--- config.mk ---
export PLATFORM = sky130hd
export DESIGN_NAME = cga_pixel_shifter_flat
export DESIGN_NICKNAME = d
export VERILOG_FILES = /design/src/rtl/cga_pkg.sv /design/src/rtl/cga_pixel_shifter_if.sv /design/src/rtl/cga_palette_mux.sv /design/src/rtl/cga_pixel_shifter.sv /design/src/flat_wrapper.sv
export SDC_FILE = /design/constraint.sdc
export NUM_CORES = 1
export LEC_CHECK = 0
export BUFFER_PORTS_ARGS = -buffer_cell sky130_fd_sc_hd__buf_2
export CAP_MARGIN = 0
export CELL_PAD_IN_SITES_DETAIL_PLACEMENT = 0
export CELL_PAD_IN_SITES_GLOBAL_PLACEMENT = 1
export CORE_MARGIN = 1.5
export CORE_UTILIZATION = 44
export DETAILED_ROUTE_END_ITERATION = 7
export PLACE_DENSITY_LB_ADDON = 0.1
export SLEW_MARGIN = 25
export SYNTH_ARGS = -nofsm -noshare
export SYNTH_HDL_FRONTEND = slang
export SYNTH_SLANG_ARGS = --single-unit
--- constraint.sdc ---
create_clock -name clk -period 2.7 [get_ports clk]
set_input_delay 0.27 -clock clk [delete_from_list [all_inputs] [get_ports clk]]
set_output_delay 0.27 -clock clk [all_outputs]
set_load 0.01 [all_outputs]
--- src/rtl/cga_pkg.sv ---
// Shared types and constants for the CGA pixel shifter.
//   mode_e      : pixel-group format (text, 320 4-colour, 640 2-colour)
//   cfg_t       : per-group colour/sync/mode state carried through the pipeline
//   grp_t       : full stage-A capture (raw bytes, font byte, cfg)
//   pal320_rgb  : fixed RGB tables of the 320-wide mode
package cga_pkg;

  typedef enum logic [1:0] {
    ModeText = 2'd0,
    Mode320  = 2'd1,
    Mode640  = 2'd2
  } mode_e;

  // Pixel index counter width; must hold the longest group length.
  localparam int unsigned IdxW = 5;
  localparam logic [IdxW-1:0] GroupLenNarrow = 5'd8;
  localparam logic [IdxW-1:0] GroupLenWide   = 5'd16;

  // 320-mode RGB for pixel indices 3,2,1 (packed MSB first).
  localparam logic [8:0] Pal320Cyan  = {3'd7, 3'd5, 3'd3};
  localparam logic [8:0] Pal320Green = {3'd6, 3'd4, 3'd2};
  localparam logic [8:0] Pal320Bw    = {3'd7, 3'd4, 3'd3};

  typedef struct packed {
    logic       cursor;
    logic       display_en;
    logic       hsync;
    logic       vsync_l;
    mode_e      mode;
    logic       bw_mode;
    logic       blink_en;
    logic [5:0] colour_sel;
    logic       cursor_phase;
    logic       blink_phase;
  } cfg_t;

  typedef struct packed {
    logic [7:0] byte0;
    logic [7:0] byte1;
    logic [7:0] font;
    cfg_t       cfg;
  } grp_t;

  function automatic mode_e mode_decode(input logic graphics, input logic hires_gfx);
    mode_e m;
    if (!graphics)      m = ModeText;
    else if (hires_gfx) m = Mode640;
    else                m = Mode320;
    return m;
  endfunction

  function automatic logic [IdxW-1:0] group_len(input mode_e m);
    return (m == Mode640) ? GroupLenWide : GroupLenNarrow;
  endfunction

  // Idle state: no sync asserted (vsync is active-low), border everywhere else.
  function automatic cfg_t cfg_reset();
    cfg_t c;
    c         = '0;
    c.vsync_l = 1'b1;
    return c;
  endfunction

  function automatic grp_t grp_reset();
    grp_t g;
    g     = '0;
    g.cfg = cfg_reset();
    return g;
  endfunction

  function automatic logic [2:0] pal320_rgb(input logic [1:0] idx, input logic cs5,
                                            input logic bw);
    logic [8:0] tbl;
    logic [2:0] rgb;
    if (bw)       tbl = Pal320Bw;
    else if (cs5) tbl = Pal320Cyan;
    else          tbl = Pal320Green;
    case (idx)
      2'd1:    rgb = tbl[2:0];
      2'd2:    rgb = tbl[5:3];
      2'd3:    rgb = tbl[8:6];
      default: rgb = 3'd0;
    endcase
    return rgb;
  endfunction

endpackage

--- src/rtl/cga_pixel_shifter_if.sv ---
// Fetch/video bundle between the CGA sequencer and the pixel shifter.
//   pix_ce, char_load         : pixel and group-start strobes
//   byte0, byte1, row_addr    : fetched VRAM bytes and character scanline
//   cursor, display_en        : per-group CRTC qualifiers
//   hsync_in, vsync_l_in      : raw CRTC syncs
//   video, hsync_out, vsync_l_out : serialized IRGB and aligned syncs
// master = sequencer side, slave = shifter side.
interface cga_pixel_shifter_if;
  logic       pix_ce;
  logic       char_load;
  logic [7:0] byte0;
  logic [7:0] byte1;
  logic [2:0] row_addr;
  logic       cursor;
  logic       display_en;
  logic       hsync_in;
  logic       vsync_l_in;
  logic [3:0] video;
  logic       hsync_out;
  logic       vsync_l_out;

  modport master (
    output pix_ce, char_load, byte0, byte1, row_addr, cursor, display_en, hsync_in,
           vsync_l_in,
    input  video, hsync_out, vsync_l_out
  );

  modport slave (
    input  pix_ce, char_load, byte0, byte1, row_addr, cursor, display_en, hsync_in,
           vsync_l_in,
    output video, hsync_out, vsync_l_out
  );
endinterface

--- src/rtl/cga_palette_mux.sv ---
// Combinational colour resolution for one pixel.
//   cfg      : group mode/colour/sync state
//   attr     : text attribute byte (unused in graphics modes)
//   pix      : pixel bits from the top of the shifter; pix[1] is the 1bpp bit
//   in_group : pixel still lies inside the group (limits cursor forcing)
//   colour   : IRGB result
module cga_palette_mux
  import cga_pkg::*;
(
  input  cfg_t       cfg,
  input  logic [7:0] attr,
  input  logic [1:0] pix,
  input  logic       in_group,
  output logic [3:0] colour
);

  logic [3:0] fg;
  logic [3:0] bg;
  logic       text_on;

  always_comb begin
    // With blink enabled, attr[7] is the blink flag, not background intensity.
    bg = {(cfg.blink_en ? 1'b0 : attr[7]), attr[6:4]};
    fg = attr[3:0];
    if (cfg.blink_en && attr[7] && cfg.blink_phase) fg = bg;
    text_on = pix[1] | (cfg.cursor & cfg.cursor_phase & in_group);

    colour = 4'd0;
    unique case (cfg.mode)
      ModeText: colour = text_on ? fg : bg;
      Mode320:  colour = (pix == 2'd0) ? cfg.colour_sel[3:0]
                         : {cfg.colour_sel[4], pal320_rgb(pix, cfg.colour_sel[5], cfg.bw_mode)};
      Mode640:  colour = pix[1] ? cfg.colour_sel[3:0] : 4'd0;
      default:  colour = 4'd0;
    endcase

    if (!cfg.display_en) colour = (cfg.mode == Mode640) ? 4'd0 : cfg.colour_sel[3:0];
    // Blanking during sync has the final say.
    if (cfg.hsync || !cfg.vsync_l) colour = 4'd0;
  end

endmodule

--- src/rtl/cga_pixel_shifter.sv ---
// CGA pixel serializer: VRAM bytes -> 4-bit IRGB stream with aligned syncs.
//   clk, reset_n   : clock, asynchronous active-low reset
//   vid            : fetch/video bundle (slave side)
//   graphics, hires_gfx, bw_mode, blink_en, colour_sel : mode registers
//   font_addr      : {char, row} to font ROM, registered on group start
//   font_data      : font ROM byte, valid one clk after font_addr
// Two-stage pipeline: stage A captures a group on char_load, stage B (shifter)
// takes it on the following char_load, so output lags input by one group.
module cga_pixel_shifter
  import cga_pkg::*;
#(
  parameter int unsigned CURSOR_BIT = 3,
  parameter int unsigned BLINK_BIT  = 4
) (
  input  logic                clk,
  input  logic                reset_n,
  cga_pixel_shifter_if.slave  vid,
  input  logic                graphics,
  input  logic                hires_gfx,
  input  logic                bw_mode,
  input  logic                blink_en,
  input  logic [5:0]          colour_sel,
  output logic [10:0]         font_addr,
  input  logic [7:0]          font_data
);

  logic            load;
  cfg_t            cfg_in;
  grp_t            grp_a_q;
  logic            font_pend_q;
  cfg_t            cfg_b_q, cfg_b_d;
  logic [7:0]      attr_b_q, attr_b_d;
  logic [15:0]     shift_q, shift_d;
  logic [IdxW-1:0] idx_q, idx_d;
  logic            in_group;
  logic [3:0]      colour_d;
  logic [3:0]      video_q;
  logic [1:0]      vs_sync_q;
  logic            vs_fall;
  logic [4:0]      frame_cnt_q;

  assign load = vid.pix_ce & vid.char_load;

  // Snapshot of everything that must stay constant for the whole group.
  always_comb begin
    cfg_in              = cfg_reset();
    cfg_in.cursor       = vid.cursor;
    cfg_in.display_en   = vid.display_en;
    cfg_in.hsync        = vid.hsync_in;
    cfg_in.vsync_l      = vid.vsync_l_in;
    cfg_in.mode         = mode_decode(graphics, hires_gfx);
    cfg_in.bw_mode      = bw_mode;
    cfg_in.blink_en     = blink_en;
    cfg_in.colour_sel   = colour_sel;
    cfg_in.cursor_phase = frame_cnt_q[CURSOR_BIT];
    cfg_in.blink_phase  = frame_cnt_q[BLINK_BIT];
  end

  // Stage A: capture on group start, then pick up the font byte one clk later.
  always_ff @(posedge clk or negedge reset_n) begin
    if (!reset_n) begin
      grp_a_q     <= grp_reset();
      font_pend_q <= 1'b0;
      font_addr   <= '0;
    end else begin
      font_pend_q <= load;
      if (load) begin
        grp_a_q.byte0 <= vid.byte0;
        grp_a_q.byte1 <= vid.byte1;
        grp_a_q.font  <= 8'h00;
        grp_a_q.cfg   <= cfg_in;
        font_addr     <= {vid.byte0, vid.row_addr};
      end else if (font_pend_q && (grp_a_q.cfg.mode == ModeText)) begin
        grp_a_q.font <= font_data;
      end
    end
  end

  // Frame counter on falling vsync_l, through a two-flop synchronizer/edge detect.
  assign vs_fall = vs_sync_q[1] & ~vs_sync_q[0];

  always_ff @(posedge clk or negedge reset_n) begin
    if (!reset_n) begin
      vs_sync_q   <= 2'b11;
      frame_cnt_q <= '0;
    end else begin
      vs_sync_q <= {vs_sync_q[0], vid.vsync_l_in};
      if (vs_fall) frame_cnt_q <= frame_cnt_q + 5'd1;
    end
  end

  // Stage B next state. Exhausted groups keep shifting zeros (index-0 colour);
  // an early char_load simply replaces the shifter contents.
  always_comb begin
    cfg_b_d  = cfg_b_q;
    attr_b_d = attr_b_q;
    shift_d  = shift_q;
    idx_d    = idx_q;
    if (load) begin
      cfg_b_d  = grp_a_q.cfg;
      attr_b_d = grp_a_q.byte1;
      shift_d  = (grp_a_q.cfg.mode == ModeText) ? {grp_a_q.font, 8'h00}
                                                : {grp_a_q.byte0, grp_a_q.byte1};
      idx_d    = '0;
    end else if (vid.pix_ce) begin
      shift_d = (cfg_b_q.mode == Mode320) ? (shift_q << 2) : (shift_q << 1);
      if (idx_q != '1) idx_d = idx_q + IdxW'(1);
    end
  end

  assign in_group = (idx_d < group_len(cfg_b_d.mode));

  // Colour is resolved from next-state values so video shows the pixel being entered.
  cga_palette_mux u_palette_mux (
    .cfg      (cfg_b_d),
    .attr     (attr_b_d),
    .pix      (shift_d[15:14]),
    .in_group (in_group),
    .colour   (colour_d)
  );

  always_ff @(posedge clk or negedge reset_n) begin
    if (!reset_n) begin
      cfg_b_q  <= cfg_reset();
      attr_b_q <= '0;
      shift_q  <= '0;
      idx_q    <= '0;
      video_q  <= '0;
    end else begin
      cfg_b_q  <= cfg_b_d;
      attr_b_q <= attr_b_d;
      shift_q  <= shift_d;
      idx_q    <= idx_d;
      if (vid.pix_ce) video_q <= colour_d;
    end
  end

  assign vid.video       = video_q;
  assign vid.hsync_out   = cfg_b_q.hsync;
  assign vid.vsync_l_out = cfg_b_q.vsync_l;

endmodule
--- src/flat_wrapper.sv ---
// flat-port wrapper written by rule: the top's interface ports become plain ports
module cga_pixel_shifter_flat import cga_pkg::*;
#(
  parameter int unsigned CURSOR_BIT = 3,
  parameter int unsigned BLINK_BIT  = 4
)
  (clk, reset_n, graphics, hires_gfx, bw_mode, blink_en, colour_sel, font_addr, font_data, vid_pix_ce, vid_char_load, vid_byte0, vid_byte1, vid_row_addr, vid_cursor, vid_display_en, vid_hsync_in, vid_vsync_l_in, vid_video, vid_hsync_out, vid_vsync_l_out);
  cga_pixel_shifter_if vid_i ();
  input  logic clk;
  input  logic reset_n;
  input  logic graphics;
  input  logic hires_gfx;
  input  logic bw_mode;
  input  logic blink_en;
  input  logic [5:0] colour_sel;
  output logic [10:0] font_addr;
  input  logic [7:0] font_data;
  input wire logic [$bits(vid_i.pix_ce)-1:0] vid_pix_ce;
  input wire logic [$bits(vid_i.char_load)-1:0] vid_char_load;
  input wire logic [$bits(vid_i.byte0)-1:0] vid_byte0;
  input wire logic [$bits(vid_i.byte1)-1:0] vid_byte1;
  input wire logic [$bits(vid_i.row_addr)-1:0] vid_row_addr;
  input wire logic [$bits(vid_i.cursor)-1:0] vid_cursor;
  input wire logic [$bits(vid_i.display_en)-1:0] vid_display_en;
  input wire logic [$bits(vid_i.hsync_in)-1:0] vid_hsync_in;
  input wire logic [$bits(vid_i.vsync_l_in)-1:0] vid_vsync_l_in;
  output wire logic [$bits(vid_i.video)-1:0] vid_video;
  output wire logic [$bits(vid_i.hsync_out)-1:0] vid_hsync_out;
  output wire logic [$bits(vid_i.vsync_l_out)-1:0] vid_vsync_l_out;
  assign vid_i.pix_ce = vid_pix_ce;
  assign vid_i.char_load = vid_char_load;
  assign vid_i.byte0 = vid_byte0;
  assign vid_i.byte1 = vid_byte1;
  assign vid_i.row_addr = vid_row_addr;
  assign vid_i.cursor = vid_cursor;
  assign vid_i.display_en = vid_display_en;
  assign vid_i.hsync_in = vid_hsync_in;
  assign vid_i.vsync_l_in = vid_vsync_l_in;
  assign vid_video = vid_i.video;
  assign vid_hsync_out = vid_i.hsync_out;
  assign vid_vsync_l_out = vid_i.vsync_l_out;
  cga_pixel_shifter #(.CURSOR_BIT(CURSOR_BIT), .BLINK_BIT(BLINK_BIT)) u_core (.clk(clk), .reset_n(reset_n), .vid(vid_i), .graphics(graphics), .hires_gfx(hires_gfx), .bw_mode(bw_mode), .blink_en(blink_en), .colour_sel(colour_sel), .font_addr(font_addr), .font_data(font_data));
endmodule
==> results of run 1 <==
==> layout by cell type (no fill, tap or decap), types with 2 or more instances in the layout <==
master,n
dlygate4sd3_1,2
or3_1,3
xnor2_1,3
mux2i_1,10
a211oi_1,9
a311o_1,2
a31oi_1,7
dfstp_2,4
nor3b_1,5
and2_1,2
clkbuf_8,10
nand4_1,4
ha_1,3
nand3_1,12
o21ai_0,15
buf_4,18
dfrtp_1,96
mux2_4,2
a21oi_1,22
nand2b_1,3
buf_2,60
nor2b_1,7
inv_1,7
nor2_1,8
mux2_2,15
o211ai_1,2
clkinv_4,5
buf_12,2
nand2_1,205
==> through the flow <==
stage | worst slack [ps] | util [%] | hold WS [ps]
6_report | 168 | 52.1 | 61.9
5_1_grt | 35.0 | 52.1 | 50.4
4_1_cts | 163 | 51.9 | 46.7
3_5_place_dp | 196 | 49.9 | 260
3_3_place_gp | 213 | 49.9 | 261
2_1_floorplan | 19.1 | - | -25.6
==> report_power, final <==
part           leakage [nW]  switching (mW)  total, mW  internal, mW
logic                  1.31           0.428      0.775         0.346
registers              1.26           0.189       1.94          1.75
clock network        0.0968           0.555      0.924         0.369
total                  2.68            1.17       3.63          2.46
==> cell type report <==
cell class	instances	area (um^2)	share of cell area, %
well taps	136	170	3.15
flip-flops and latches	100	2510	46.5
multi-input cells	370	2000	37.0
inverters	9	38.8	0.719
clock inverters	6	48.8	0.904
repair buffers	82	495	9.18
clock buffers	10	138	2.55
==> cells by family after synthesis <==
kind of cell,after synthesis
AND/OR/NAND/NOR,258
flip-flops,100
AO/OA/AOI/OAI,78
buffers and inverters,44
multiplexers,27
XOR/XNOR,4
adder cells (fa/ha/maj),3
==> registers in the layout, summed over array words and instances, names as in the netlist <==
signal,cells
u_core.shift_q,16
u_core.font_addr,3
u_core.vid.video,4
u_core.grp_a_q,40
u_core.vid.hsync_out,1
u_core.attr_b_q,8
u_core.cfg_b_q,14
u_core.vs_sync_q,2
u_core.idx_q,5
u_core.font_pend_q,1
u_core.frame_cnt_q,5
u_core.vid.vsync_l_out,1
==> worst max path at each step <==
stage                          from                  end  depth (start not counted)
floorplan             vid_char_load  u_core.vid.video[3]                         14
global route        u_core.idx_q[0]  u_core.vid.video[3]                          9
detailed placement  u_core.idx_q[0]  u_core.vid.video[3]                          8
CTS                 u_core.idx_q[0]  u_core.vid.video[3]                          8
global placement    u_core.idx_q[0]  u_core.vid.video[3]                          8
finish              u_core.idx_q[0]  u_core.vid.video[3]                          9
==> worst max-delay path, stage by stage (launching register included) <==
cell and delay (ps):
dfrtp_1 420, ha_1 260, a31oi_1 210, nor2_1 90
ha_1 300, nand2b_1 90, a31oi_4 250, mux2_4 330
a2111oi_2 360, o32ai_1 110
==> per-layer routing <==
layer / track usage (%) / vias up / wire [um]
li1: - / 1826 / -
met1: 32.0 / 1801 / 5580
met2: 31.8 / 60 / 5090
met3: 5.64 / 9 / 434
met4: 4.95 / 0 / 112
met5: 0 / - / 0
==> what timing repair did <==
| item | CTS | global route |
|---|---|---|
| endpoints found under the setup margin | 0 | 1 |
| hold buffers | 2 | 0 |
| endpoints found under the hold margin | 34 | 0 |
| setup buffers | 0 | 2 |
==> results.md, run 1 <==
- Status: finished, final reports clean
- Post-synth EDFFs: 0
- Worst skew pair latency: slightly below 400 ps
- Commonest cells in the netlist: nand2_1 (206), dfrtp_1 (96), a21oi_1 (22)
- Critical Path Sink Type: register
- Fin crit period: between 2000 and 3000 ps
- Vias in the first global route: around 3700
- Nets: 620
- Final hold vios: 0
- Mapped Nets: 562
- Drt first pass iters: 4
- TritonCTS clock tree: built
- Cell variety after synth: 60
- Root buffer cell: clkbuf_8
- Crit path kind: reg -> reg
- Core Rows: 37
- Htree depth: 3
- Overall routing resource usage: between 20% and 30%
- Worst R2R End: u_core.vid.video[3]
- Adder-Cell Fraction of Synth Area: less than 1%
- HP Class: in -> reg
- Max_slew headroom: between 40% and 50%
- CTS Buffer Depth: 2
- Xor/xnor cell area share of the yosys netlist: less than 1%
- Min-delay src: colour_sel[5]
- Core ar.: 10400 um^2
- Max IR drop VDD: 426 uV
- Setup violators final: 0
- Worst-Margin Slew: 764 ps
- Worst setup SP type: register
- Finished Cell Area: 5400 um^2
- Antenna-violating nets left: 0
- P per Cell Area: 673 nW/um^2
- Final slew viol count: 0
- Sequential share of the synthesized area: 53.1%
- Post-Synthesis Cell Area: 4720 um^2
- Initial Utilization: between 40% and 50%
- Non-Filler Instances: approximately 700
- DRC viols: 0
- WL/cell: 15.7 um
- Top Ports: 62
- Reg2Reg Setup Slack: 170 ps
- Leakage power: 2.68 nW
- Routability cong.: roughly 0.83
- Hold EP: u_core.grp_a_q[7]
- Synth area leader: dfrtp_1
- R2R depth: 9
- Setup TNS Final: 0 ps
- N_diodes: 0
- First-pass GRT wire length: ~19 mm
- FILL cells: 1027
- Synth top area share: around 50%
- Die width: ~110 um
- Worst-path clk slew: ~100 ps
- Post-CTS sizing: 0
- Die ar.: 11400 um^2
- Largest family of logic cells by synthesized area: simple AND/OR/NAND/NOR gates
- Initial drt markers: ~260
- Most used flip-flop cell after synthesis: dfrtp_1
- Hpwl dp: roughly 8.0 mm
- Syn Area/Cell: about 9.2 um^2
- Cells after synthesis: about 510
- Flops & latches, synth: 100
- Maximum capacitance violations: 0
- Initial antenna violation count: 0
- CTS sink count: 100
- Pin count of the biggest net entering global routing: 68
- Most numerous cell in the Yosys netlist: nand2_1
- WL final: 11.2 mm
- Fin crit share: a little over nine tenths
- Synth warnings: 0
- Layout overhead on the synthesized area: 14.4%
- TritonCTS Buffers: 9
- Worst Path Required: just under 3000 ps
- Setup Skew: around 11 ps
- Unrepaired setup endpoints after global routing: no
- Mux share of post-synthesis cell area: under 10%
- DR vias/cell: 5.18
- Cell Area, Placed: between 5000 and 6000 um^2
- Synth Area in Simple Gates: 22.9%
- I/O Buffers: 61
- Critical Path AT: around 2800 ps
- Async S/R FF share, synth: 100%
- GRT overflow: 0
- CP max FO: 5
- Fraction of layout cells with a size suffix above 1: between 20% and 30%
- Top cells by area, synth: dfrtp_1 (51%), nand2_1 (16%), mux2_2 (3.6%)
- Tot Pwr: ~3.6 mW
- Synth Area in Compound Gates: a little under an eighth
- Vias: around 3700
- Dpl cells: ~690
- Die height: between 100 and 150 um
- Reg-to-reg critical path startpoint: u_core.idx_q[0]
- Hold path depth: 3
- Max Clk Rate: 395 MHz
(Power assumes the default switching activity.)
==> run 2: changes to the inputs <==
--- a/config.mk
+++ b/config.mk
@@ -7,10 +7,10 @@
 export LEC_CHECK = 0
 export BUFFER_PORTS_ARGS = -buffer_cell sky130_fd_sc_hd__buf_2
 export CAP_MARGIN = 0
-export CELL_PAD_IN_SITES_DETAIL_PLACEMENT = 0
-export CELL_PAD_IN_SITES_GLOBAL_PLACEMENT = 1
+export CELL_PAD_IN_SITES_DETAIL_PLACEMENT = 2
+export CELL_PAD_IN_SITES_GLOBAL_PLACEMENT = 2
 export CORE_MARGIN = 1.5
-export CORE_UTILIZATION = 44
+export CORE_UTILIZATION = 36
 export DETAILED_ROUTE_END_ITERATION = 7
 export PLACE_DENSITY_LB_ADDON = 0.1
 export SLEW_MARGIN = 25
==> run 2 against run 1 <==
Against the previous run:
- sequential power about the same
- critical path depth unchanged
- via count increased by 4.7%
- register-to-register slack about the same
- largest power group unchanged
- highest routed layer unchanged
==> results.md, run 2 (synthesis gave the netlist of run 1 again) <==
- Core Rows: 41
- Max_slew headroom: roughly half
- Final slew viol count: 0
- Nets: 620
- Crit path kind: reg -> reg
- Most common cell after layout, fill and taps aside: nand2_1
- WL final: between 10 and 15 mm
- Setup Skew: around 6.3 ps
- Vias: 3870
- DR vias/cell: approximately 5.2
- Antenna-violating nets left: 0
- R2R depth: 9
- Worst skew pair latency: roughly 360 ps
- CTS Buffer Depth: 2
- CP max stage cell: dfrtp_1
- Top Ports: 62
- Unrepaired setup endpoints after global routing: no
- Top reg by flops: u_core.grp_a_q
- Status: finished, final reports clean
- Fin crit period: 2530 ps
- Dpl cells: 730
- Setup TNS Final: 0 ps
- DRC viols: 0
- Commonest non-fill, non-tap cells in the layout: nand2_1 (205), dfrtp_1 (96), buf_2 (60)
- Min-delay src: vid_vsync_l_in
- Worst Path Required: between 2000 and 3000 ps
- Setup violators final: 0
- Final hold vios: 0
- Hold EP: u_core.vs_sync_q[0]
- Max Clk Rate: roughly 400 MHz
- HP Class: in -> reg
- Critical Path AT: around 2800 ps
- Reg2Reg Setup Slack: 170 ps
- CP max FO: 5
- Non-Filler Instances: 749
- Htree depth: 3
- CTS sink count: 100
- Overall routing resource usage: between 20 and 25%
- Worst R2R End: u_core.vid.video[3]
- Drt first pass iters: 4
- First-pass GRT wire length: around 23 mm
- Tot Pwr: 4.06 mW
- Die width: around 120 um
- Routability cong.: 0.839
- TritonCTS Buffers: 9
- Largest regs: u_core.grp_a_q: 40 flops, u_core.shift_q: 16 flops, u_core.cfg_b_q: 14 flops
- Max IR drop VDD: 376 uV
- Fin crit share: between 90% and 100%
- WL/cell: roughly 18 um
- Vias in the first global route: roughly 4400
- Initial drt markers: roughly 210
- Initial Utilization: 37.1%
- P per Cell Area: 733 nW/um^2
- CP peak stage delay: ~440 ps
- Critical-path cell list: ha_2, a31oi_1, nor2_1, ha_1, nand2_1, a31oi_4, mux2_4, a2111oi_4, o32ai_1
- Layout overhead on the synthesized area: 17.4%
- Pin count of the biggest net entering global routing: between 40 and 50
- Hold path depth: 1
- GRT overflow: 0
- Maximum capacitance violations: 0
- Top delay family on crit path: compound AO/OA/AOI/OAI gates
- Root buffer cell: clkbuf_16
- Critical Path Sink Type: register
- Hpwl dp: approximately 9.9 mm
- Core ar.: 12700 um^2
- Max reg flops: 40
- N_diodes: 0
- Critical path buffer and inverter count: 0
- Final core utilization: 43.5%
- Die height: between 100 and 150 um
- Fraction of layout cells with a size suffix above 1: between 20% and 30%
- Die ar.: between 10000 and 15000 um^2
- Initial antenna violation count: 0
- Leakage power: 2.71 nW
- Worst setup SP type: register
- TritonCTS clock tree: built
- Worst-Margin Slew: around 770 ps
- Reg-to-reg critical path startpoint: u_core.idx_q[0]
- Worst-path clk slew: 80 ps
- I/O Buffers: 61
==> run 2: area by class of cell <==
cell class | instances | area, um^2
Clock buffer | 9 | 225
Sequential cell | 100 | 2510
Inverter | 9 | 38.8
Clock inverter | 7 | 57.6
Fill cell | 1461 | 7180
Timing Repair Buffer | 82 | 480
Tap cell | 172 | 215
Multi-Input combinational cell | 370 | 2010
==> run 2: what timing repair did <==
| action | 4_1_cts | 5_1_grt |
|---|---|---|
| resized for setup | 0 | 2 |
| hold endpoints to repair | 39 | 0 |
| setup endpoints to repair | 0 | 1 |
| setup buffers | 0 | 2 |
| hold buffers | 1 | 0 |
==> run 2: routing by layer <==
metal | track usage (%) | part of all wire [%]
met2 | 35.7 | 49
met1 | 29.0 | 48
met4 | 5.56 | 1.0
met5 | 0 | 0
met3 | 4.02 | 2.5
==> run 2: per-stage QoR <==
step / setup WS, ps / cell area [um^2] / hold WS [ps]
2_1_floorplan: 19.1 / 4750 / -25.6
3_3_place_gp: 246 / 5220 / 321
3_5_place_dp: 92.8 / 5220 / 321
4_1_cts: 59.8 / 5510 / 8.77
5_1_grt: 37.2 / 5540 / 5.20
6_report: 173 / 5540 / 22.2
==> run 2: worst max-delay path by stage <==
stage | startpoint | to | slack, ps | cells after the start
floorplan | vid_char_load | u_core.vid.video[3] | 20 | 14
global placement | u_core.idx_q[0] | u_core.vid.video[3] | 250 | 8
detailed placement | u_core.idx_q[0] | u_core.vid.video[3] | 90 | 9
CTS | u_core.idx_q[0] | u_core.vid.video[3] | 60 | 8
global route | u_core.idx_q[0] | u_core.vid.video[3] | 40 | 9
finish | u_core.idx_q[0] | u_core.vid.video[3] | 170 | 9
==> run 2: power breakdown <==
part | internal (mW) | total, mW | switching, mW
combinational | 0.352 | 0.823 | 0.471
clock | 0.643 | 1.28 | 0.641
sequential | 1.75 | 1.95 | 0.202
total | 2.74 | 4.06 | 1.31
